==> config.mk <==
export PLATFORM = sky130hd
export DESIGN_NAME = ex_alu_mc
export DESIGN_NICKNAME = d
export VERILOG_FILES = /design/src/rtl/ex_pkg.sv /design/src/rtl/ex_div_iter.sv /design/src/rtl/ex_alu_mc.sv
export SDC_FILE = /design/constraint.sdc
export NUM_CORES = 2
export LEC_CHECK = 0
export ABC_CLOCK_PERIOD_IN_PS = 10100
export CORE_UTILIZATION = 52
export CTS_BUF_LIST = sky130_fd_sc_hd__clkbuf_4
export DETAILED_ROUTE_END_ITERATION = 8
export GPL_TIMING_DRIVEN = 1
export PLACE_DENSITY = 0.71
export SETUP_SLACK_MARGIN = 0.15
export SLEW_MARGIN = 5
export SYNTH_ARGS = -nofsm -noshare
export SYNTH_HDL_FRONTEND = slang
export SYNTH_SLANG_ARGS = --single-unit
==> constraint.sdc <==
create_clock -name clk -period 10.1 [get_ports clk]
set_input_delay 1.515 -clock clk [delete_from_list [all_inputs] [get_ports clk]]
set_output_delay 1.515 -clock clk [all_outputs]
set_load 0.005 [all_outputs]
==> src/rtl/ex_pkg.sv <==
// Shared encodings for the execute stage: RV32 opcodes, funct3 codes and FSM states.
package ex_pkg;

    localparam logic [6:0] OP_IMM = 7'b0010011;
    localparam logic [6:0] OP     = 7'b0110011;
    localparam logic [6:0] LUI    = 7'b0110111;

    localparam logic [2:0] F3_ADD  = 3'b000;
    localparam logic [2:0] F3_SLL  = 3'b001;
    localparam logic [2:0] F3_SLT  = 3'b010;
    localparam logic [2:0] F3_SLTU = 3'b011;
    localparam logic [2:0] F3_XOR  = 3'b100;
    localparam logic [2:0] F3_SR   = 3'b101;
    localparam logic [2:0] F3_OR   = 3'b110;
    localparam logic [2:0] F3_AND  = 3'b111;

    localparam logic [2:0] F3_MUL    = 3'b000;
    localparam logic [2:0] F3_MULH   = 3'b001;
    localparam logic [2:0] F3_MULHSU = 3'b010;
    localparam logic [2:0] F3_MULHU  = 3'b011;
    localparam logic [2:0] F3_DIV    = 3'b100;
    localparam logic [2:0] F3_DIVU   = 3'b101;
    localparam logic [2:0] F3_REM    = 3'b110;
    localparam logic [2:0] F3_REMU   = 3'b111;

    localparam logic [1:0] IDLE = 2'd0;
    localparam logic [1:0] BUSY = 2'd1;
    localparam logic [1:0] DONE = 2'd2;

endpackage

==> src/rtl/ex_div_iter.sv <==
// Unsigned restoring divider, one quotient bit per cycle; done pulses for one cycle
// after the XLEN-th iteration. abort drops the operation in progress.
module ex_div_iter #(
    parameter int unsigned XLEN = 32
) (
    input  logic            clk,
    input  logic            rst,
    input  logic            start,
    input  logic            abort,
    input  logic [XLEN-1:0] dividend,
    input  logic [XLEN-1:0] divisor,
    output logic            busy,
    output logic            done,
    output logic [XLEN-1:0] quotient,
    output logic [XLEN-1:0] remainder
);

    localparam int CW = $clog2(XLEN) + 1;

    logic [XLEN-1:0] q_reg;
    logic [XLEN-1:0] r_reg;
    logic [XLEN-1:0] d_reg;
    logic [CW-1:0]   cnt_reg;
    logic            busy_reg;
    logic            done_reg;
    logic [XLEN:0]   r_shift;
    logic [XLEN:0]   r_sub;

    // The dividend shifts out of q_reg into the partial remainder as quotient bits shift in.
    assign r_shift = {r_reg, q_reg[XLEN-1]};
    assign r_sub   = r_shift - {1'b0, d_reg};

    always_ff @(posedge clk) begin
        if (!rst) begin
            q_reg    <= '0;
            r_reg    <= '0;
            d_reg    <= '0;
            cnt_reg  <= '0;
            busy_reg <= 1'b0;
            done_reg <= 1'b0;
        end else begin
            done_reg <= 1'b0;
            if (abort) begin
                busy_reg <= 1'b0;
            end else if (start) begin
                q_reg    <= dividend;
                r_reg    <= '0;
                d_reg    <= divisor;
                cnt_reg  <= '0;
                busy_reg <= 1'b1;
            end else if (busy_reg) begin
                if (!r_sub[XLEN]) begin
                    r_reg <= r_sub[XLEN-1:0];
                    q_reg <= {q_reg[XLEN-2:0], 1'b1};
                end else begin
                    r_reg <= r_shift[XLEN-1:0];
                    q_reg <= {q_reg[XLEN-2:0], 1'b0};
                end
                cnt_reg <= cnt_reg + 1'b1;
                if (cnt_reg == CW'(XLEN - 1)) begin
                    busy_reg <= 1'b0;
                    done_reg <= 1'b1;
                end
            end
        end
    end

    assign busy      = busy_reg;
    assign done      = done_reg;
    assign quotient  = q_reg;
    assign remainder = r_reg;

endmodule

==> src/rtl/ex_alu_mc.sv <==
// RV32 execute stage: single-cycle ALU and multiplier, iterative divide/remainder,
// valid/ready on both sides with a single output register.
module ex_alu_mc
    import ex_pkg::*;
#(
    parameter int unsigned XLEN  = 32,
    parameter bit          M_EXT = 1'b1
) (
    input  logic            clk,
    input  logic            rst,
    input  logic            flush,
    input  logic            in_valid,
    output logic            in_ready,
    input  logic [6:0]      t,
    input  logic [2:0]      st,
    input  logic            sst,
    input  logic            mx,
    input  logic [XLEN-1:0] n1,
    input  logic [XLEN-1:0] n2,
    input  logic [4:0]      wa,
    input  logic            we,
    output logic            out_valid,
    input  logic            out_ready,
    output logic [4:0]      wa_o,
    output logic            we_o,
    output logic [XLEN-1:0] wn_o
);

    localparam int SHW = $clog2(XLEN);

    logic [1:0]        state_reg;
    logic              out_valid_reg;
    logic [4:0]        wa_reg;
    logic              we_reg;
    logic [XLEN-1:0]   wn_reg;

    logic              dq_neg_reg;
    logic              dr_neg_reg;
    logic              drem_reg;
    logic [4:0]        dwa_reg;
    logic              dwe_reg;

    logic              accept;
    logic              is_div;
    logic              div_signed;
    logic              div_rem;
    logic              alu_we;
    logic [XLEN-1:0]   alu_res;

    logic              a_sx;
    logic              b_sx;
    logic [2*XLEN-1:0] a_ext;
    logic [2*XLEN-1:0] b_ext;
    logic [2*XLEN-1:0] prod;
    logic [SHW-1:0]    shamt;
    logic [XLEN-1:0]   sra_res;

    logic              n1_neg;
    logic              n2_neg;
    logic [XLEN-1:0]   dvd;
    logic [XLEN-1:0]   dvs;
    logic              div_busy;
    logic              div_done;
    logic [XLEN-1:0]   div_q;
    logic [XLEN-1:0]   div_r;
    logic [XLEN-1:0]   q_fix;
    logic [XLEN-1:0]   r_fix;

    assign in_ready = (state_reg == IDLE) & !div_busy & (!out_valid_reg | out_ready) & !flush;
    assign accept   = in_valid & in_ready;

    // One 2*XLEN multiplier serves all four variants via selective sign extension.
    assign a_sx  = (st == F3_MULH) | (st == F3_MULHSU);
    assign b_sx  = (st == F3_MULH);
    assign a_ext = {{XLEN{a_sx & n1[XLEN-1]}}, n1};
    assign b_ext = {{XLEN{b_sx & n2[XLEN-1]}}, n2};
    assign prod  = a_ext * b_ext;

    assign shamt   = n2[SHW-1:0];
    assign sra_res = $signed(n1) >>> shamt;

    always_comb begin
        alu_res    = '0;
        alu_we     = we;
        is_div     = 1'b0;
        div_signed = 1'b0;
        div_rem    = 1'b0;
        case (t)
            OP_IMM, OP: begin
                if ((t == OP) && mx) begin
                    if (M_EXT) begin
                        case (st)
                            F3_MUL:                       alu_res = prod[XLEN-1:0];
                            F3_MULH, F3_MULHSU, F3_MULHU: alu_res = prod[2*XLEN-1:XLEN];
                            F3_DIV:  begin is_div = 1'b1; div_signed = 1'b1; end
                            F3_DIVU: begin is_div = 1'b1; end
                            F3_REM:  begin is_div = 1'b1; div_signed = 1'b1; div_rem = 1'b1; end
                            F3_REMU: begin is_div = 1'b1; div_rem = 1'b1; end
                            default: alu_res = '0;
                        endcase
                    end else begin
                        alu_we = 1'b0;
                    end
                end else begin
                    case (st)
                        F3_ADD:  alu_res = ((t == OP) && sst) ? (n1 - n2) : (n1 + n2);
                        F3_SLL:  alu_res = n1 << shamt;
                        F3_SLT:  alu_res = {{(XLEN-1){1'b0}}, ($signed(n1) < $signed(n2))};
                        F3_SLTU: alu_res = {{(XLEN-1){1'b0}}, (n1 < n2)};
                        F3_XOR:  alu_res = n1 ^ n2;
                        F3_SR:   alu_res = sst ? sra_res : (n1 >> shamt);
                        F3_OR:   alu_res = n1 | n2;
                        F3_AND:  alu_res = n1 & n2;
                        default: alu_res = '0;
                    endcase
                end
            end
            LUI:     alu_res = n2;
            default: alu_we  = 1'b0;
        endcase
    end

    // The divider works on magnitudes; signs are restored when the result is loaded.
    assign n1_neg = div_signed & n1[XLEN-1];
    assign n2_neg = div_signed & n2[XLEN-1];
    assign dvd    = n1_neg ? -n1 : n1;
    assign dvs    = n2_neg ? -n2 : n2;

    ex_div_iter #(
        .XLEN(XLEN)
    ) u_div (
        .clk      (clk),
        .rst      (rst),
        .start    (accept & is_div),
        .abort    (flush),
        .dividend (dvd),
        .divisor  (dvs),
        .busy     (div_busy),
        .done     (div_done),
        .quotient (div_q),
        .remainder(div_r)
    );

    // A zero divisor leaves an all-ones quotient and the dividend magnitude as remainder,
    // so suppressing the quotient negation yields q=-1, r=n1 without a special path.
    assign q_fix = dq_neg_reg ? -div_q : div_q;
    assign r_fix = dr_neg_reg ? -div_r : div_r;

    always_ff @(posedge clk) begin
        if (!rst) begin
            state_reg     <= IDLE;
            out_valid_reg <= 1'b0;
            wa_reg        <= '0;
            we_reg        <= 1'b0;
            wn_reg        <= '0;
            dq_neg_reg    <= 1'b0;
            dr_neg_reg    <= 1'b0;
            drem_reg      <= 1'b0;
            dwa_reg       <= '0;
            dwe_reg       <= 1'b0;
        end else if (flush) begin
            state_reg     <= IDLE;
            out_valid_reg <= 1'b0;
        end else begin
            if (out_valid_reg && out_ready) begin
                out_valid_reg <= 1'b0;
            end
            case (state_reg)
                IDLE: begin
                    if (accept) begin
                        if (is_div) begin
                            state_reg  <= BUSY;
                            dq_neg_reg <= (n1_neg ^ n2_neg) & (n2 != '0);
                            dr_neg_reg <= n1_neg;
                            drem_reg   <= div_rem;
                            dwa_reg    <= wa;
                            dwe_reg    <= we;
                        end else begin
                            out_valid_reg <= 1'b1;
                            wa_reg        <= wa;
                            we_reg        <= alu_we;
                            wn_reg        <= alu_res;
                        end
                    end
                end
                BUSY: begin
                    if (div_done) begin
                        state_reg     <= DONE;
                        out_valid_reg <= 1'b1;
                        wa_reg        <= dwa_reg;
                        we_reg        <= dwe_reg;
                        wn_reg        <= drem_reg ? r_fix : q_fix;
                    end
                end
                DONE: begin
                    if (out_ready) begin
                        state_reg <= IDLE;
                    end
                end
                default: state_reg <= IDLE;
            endcase
        end
    end

    assign out_valid = out_valid_reg;
    assign wa_o      = wa_reg;
    assign we_o      = we_reg;
    assign wn_o      = wn_reg;

endmodule

==> flow_summary_export.csv <==
group,metric,value,unit
cts,clk-insertion-delay-late,0.65,ns
cts,cts_max_path_buffers,2,
timing,hold_viol,0,
cts,cts_tree,"built",
cts,cts.sinks,154,
routing,wl_met2,110000,microns
critical_path,cp-end-kind,"register",
die,core,109000,sq um
global_routing,grt_max_degree,75,
timing,min_period_over_period,0.959,
routing,wl_per_cell,29.9,microns
routing,routed-wl-met3,33000,microns
routing,num_vias,54700,
timing,period_needed,9.68,ns
critical_path,crit_type,"primary input to register",
timing,hold_ws,0.470,ns
timing,slew_headroom,0.145,
timing,timing.fmax,103,MHz
placement,io_buffer_count,126,
synthesis,ys_types,95,
cts,cts_max_level,4,
routing,postRouteAntennaNets,0,
routing,postRouteWirelength,263000,microns
critical_path,cp-start-kind,"primary input",
synthesis,syn_area,57400,sq um
timing,slew_violations,0,
timing,worst_pin_slew,1.27,ns
timing,finalSetupViolations,0,
die,row_count,121,
routing,routed.top_layer,"met5",
critical_path,slowest_stage,"fa_2",
cts,root_buffer,"clkbuf_4",
critical_path,crit_start,"st[1]",
synthesis,avgSynthCellArea,8.10,sq um
critical_path,reg2reg_from,"u_div.quotient[31]",
final_layout,final_core_util,0.579,
synthesis,synth_seq_cells,154,
critical_path,endpoint,"wn_o[21]",
flow_run,max_cap_violations,0,
critical_path,worstPathRequired,10.68,ns
final_layout,fin_nets,8837,
global_routing,grt_pass1_wl,380000,microns
critical_path,cp_data_arrival_time,10.26,ns
final_layout,fill_cells,10100,
critical_path,crit_fanout,5,
synthesis,yosys_warnings,0,
critical_path,reg2reg_slack,5.54,ns
routing,drtPass1Iterations,8,
die,die_h,334,microns
placement,place.gp.congestion,1.10,
routing,via_per_inst,6.24,
min_path,hold_class,"register to register",
cts,cts_buffers,17,
cts,cts_hold_buf,0,
routing,drcViolationCount,0,
global_routing,globalRouteOverflowTotal,0,
synthesis,synthFlopType,"dfxtp_1",
synthesis,synth_cells,7087,
cts,clk_pin_slew,0.18,ns
die,ioPinCount,127,
critical_path,worst_r2r_endpoint,"u_div.remainder[0]",
critical_path,cp_slowest_stage_delay,0.62,ns
synthesis,async_flop_share,0,
critical_path,reg2regPathDepth,15,
final_layout,syn2layout_area_growth,10.0,%
timing,rsz0062_at_grt,"true",
timing,clock_skew,0.0382,ns
die,start_util,0.526,
routing,met1_length,99600,microns
die,die_w,334,microns
synthesis,synth_edf_count,0,
synthesis,synth.net_count,8648,
critical_path,cpMostUsedCell,"fa_1",
global_routing,grt_pass1_vias,55400,
placement,dp_hpwl,213000,microns
global_routing,grtUsageTotal,0.473,
routing,drt_iter0_drc,7438,
final_layout,drive_above_1_share,0.0988,
global_routing,antenna_found_initial,19,
run_status,status,"completed",
synthesis,yosysSeqAreaShare,0.0537,
die,dieArea,112000,sq um
cells in the mapped netlist, types with 13 or more instances:
| cell | n | area, sq um |
|---|---|---|
| dfxtp_1 | 154 | 3080 |
| nor2b_1 | 21 | 131 |
| or4_1 | 13 | 97.6 |
| a221oi_1 | 24 | 210 |
| a22oi_1 | 37 | 278 |
| xor2_1 | 69 | 604 |
| mux2i_1 | 81 | 811 |
| o211ai_1 | 53 | 398 |
| mux2_2 | 14 | 158 |
| o21a_1 | 24 | 180 |
| xnor2_1 | 163 | 1430 |
| or3_1 | 33 | 206 |
| nand2_1 | 1119 | 4200 |
| buf_2 | 15 | 75.1 |
| o22ai_1 | 14 | 87.6 |
| and2_1 | 43 | 269 |
| or2_2 | 13 | 81.3 |
| fa_1 | 1128 | 22600 |
| a31oi_1 | 34 | 213 |
| nor3_1 | 63 | 315 |
| mux4_2 | 44 | 991 |
| a21oi_1 | 316 | 1580 |
| a211oi_1 | 63 | 473 |
| clkinv_1 | 17 | 63.8 |
| nand4_1 | 36 | 225 |
| o211a_1 | 24 | 240 |
| nand3_1 | 62 | 310 |
| buf_1 | 88 | 330 |
| o21bai_1 | 24 | 180 |
| a21o_1 | 36 | 270 |
| nor4_1 | 24 | 150 |
| o21ai_0 | 318 | 1590 |
| clkbuf_1 | 354 | 1330 |
| o2111ai_1 | 18 | 158 |
| a2111oi_0 | 18 | 158 |
| o221ai_1 | 31 | 272 |
| o41ai_1 | 18 | 158 |
| inv_1 | 1323 | 4970 |
| o31ai_1 | 56 | 420 |
| and3_1 | 22 | 138 |
| a311oi_1 | 17 | 149 |
| nor2_1 | 541 | 2030 |
| nand2b_1 | 34 | 213 |
| ha_1 | 346 | 4330 |
cell usage in the layout, fill, tap and decap left out, types with 24 or more instances in the layout:
cell             count
a211oi_1            62
a21o_1              36
a21oi_1            313
a221oi_1            24
a22oi_1             37
a31oi_1             34
and2_1              43
buf_12              37
buf_2               47
buf_4              468
clkdlybuf4s50_1     75
dfxtp_1            153
fa_1              1126
ha_1               346
inv_1             1319
mux2i_1             81
mux4_2              44
nand2_1           1119
nand2b_1            34
nand3_1             61
nand4_1             36
nor2_1             535
nor3_1              63
o211a_1             24
o211ai_1            53
o21a_1              24
o21ai_0            317
o21bai_1            24
o221ai_1            30
o31ai_1             56
or3_1               33
xnor2_1            163
xor2_1              68
stage by stage:
step,setup WS [ns],std cells,setup TNS (ns),instance area (sq um)
2_1_floorplan,0.168,7087,0,57400
3_3_place_gp,-0.272,8733,-1.66,62800
3_5_place_dp,-0.338,8733,-2.85,62800
4_1_cts,0.318,8765,0,63100
5_1_grt,0.0939,8767,0,63200
6_report,0.416,8770,0,63200
how the worst min path moves through the flow:
| stage | cells after the start | endpoint | slack (ns) | start |
|---|---|---|---|---|
| 2_1_floorplan | 2 | wn_o[14] | 0.43 | wn_o[14] |
| 6_report | 2 | dwe_reg | 0.47 | dwe_reg |
| 4_1_cts | 2 | dwa_reg[4] | 0.47 | dwa_reg[4] |
| 3_5_place_dp | 2 | dwa_reg[4] | 0.45 | dwa_reg[4] |
| 3_3_place_gp | 2 | dwa_reg[4] | 0.44 | dwa_reg[4] |
| 5_1_grt | 2 | u_div.d_reg[0] | 0.50 | u_div.d_reg[0] |
repair_timing:
action	CTS	global route
resized for setup	0	15
endpoints found under the setup margin	0	15
buffers inserted	0	0
endpoints found under the hold margin	0	0
critical path, delay by kind of cell:
kind | cells | cell delay [ns]
compound gates | 7 | 1.35
xor+xnor | 2 | 0.38
fa+ha+maj | 9 | 4.46
buf+inv | 10 | 1.58
simple gates | 4 | 0.98
per-layer routing:
layer | vias to the layer above | track usage
met1 | 27300 | 0.623
met4 | 10 | 0.289
li1 | 22800 | -
met5 | - | 0
met2 | 3744 | 0.695
met3 | 839 | 0.126
logic make-up (layout without fill, tap and decap cells):
family / Yosys count / in the layout / share of synthesized area
compound gates: 1218 / 1218 / 0.137
xor+xnor: 232 / 232 / 0.0354
fa+ha+maj: 1474 / 1474 / 0.469
buf+inv: 1809 / 2011 / 0.119
flops: 154 / 154 / 0.0537
mux: 139 / 139 / 0.0341
other cells: 0 / 5 / 0
simple gates: 2061 / 2061 / 0.152
layout make-up:
cell class	count	area (sq um)	area share
well taps	1476	1850	0.0292
clock inverters	14	128	0.00202
multi-input cells	5124	47600	0.754
clock buffers	18	135	0.00214
diodes	5	12.5	0.000198
repair buffers	629	5260	0.0832
inverters	1350	5070	0.0803
flip-flops and latches	154	3080	0.0488
Power is not shown: default switching activity piles up to over one toggle a cycle in this logic, so the estimate is an artifact.
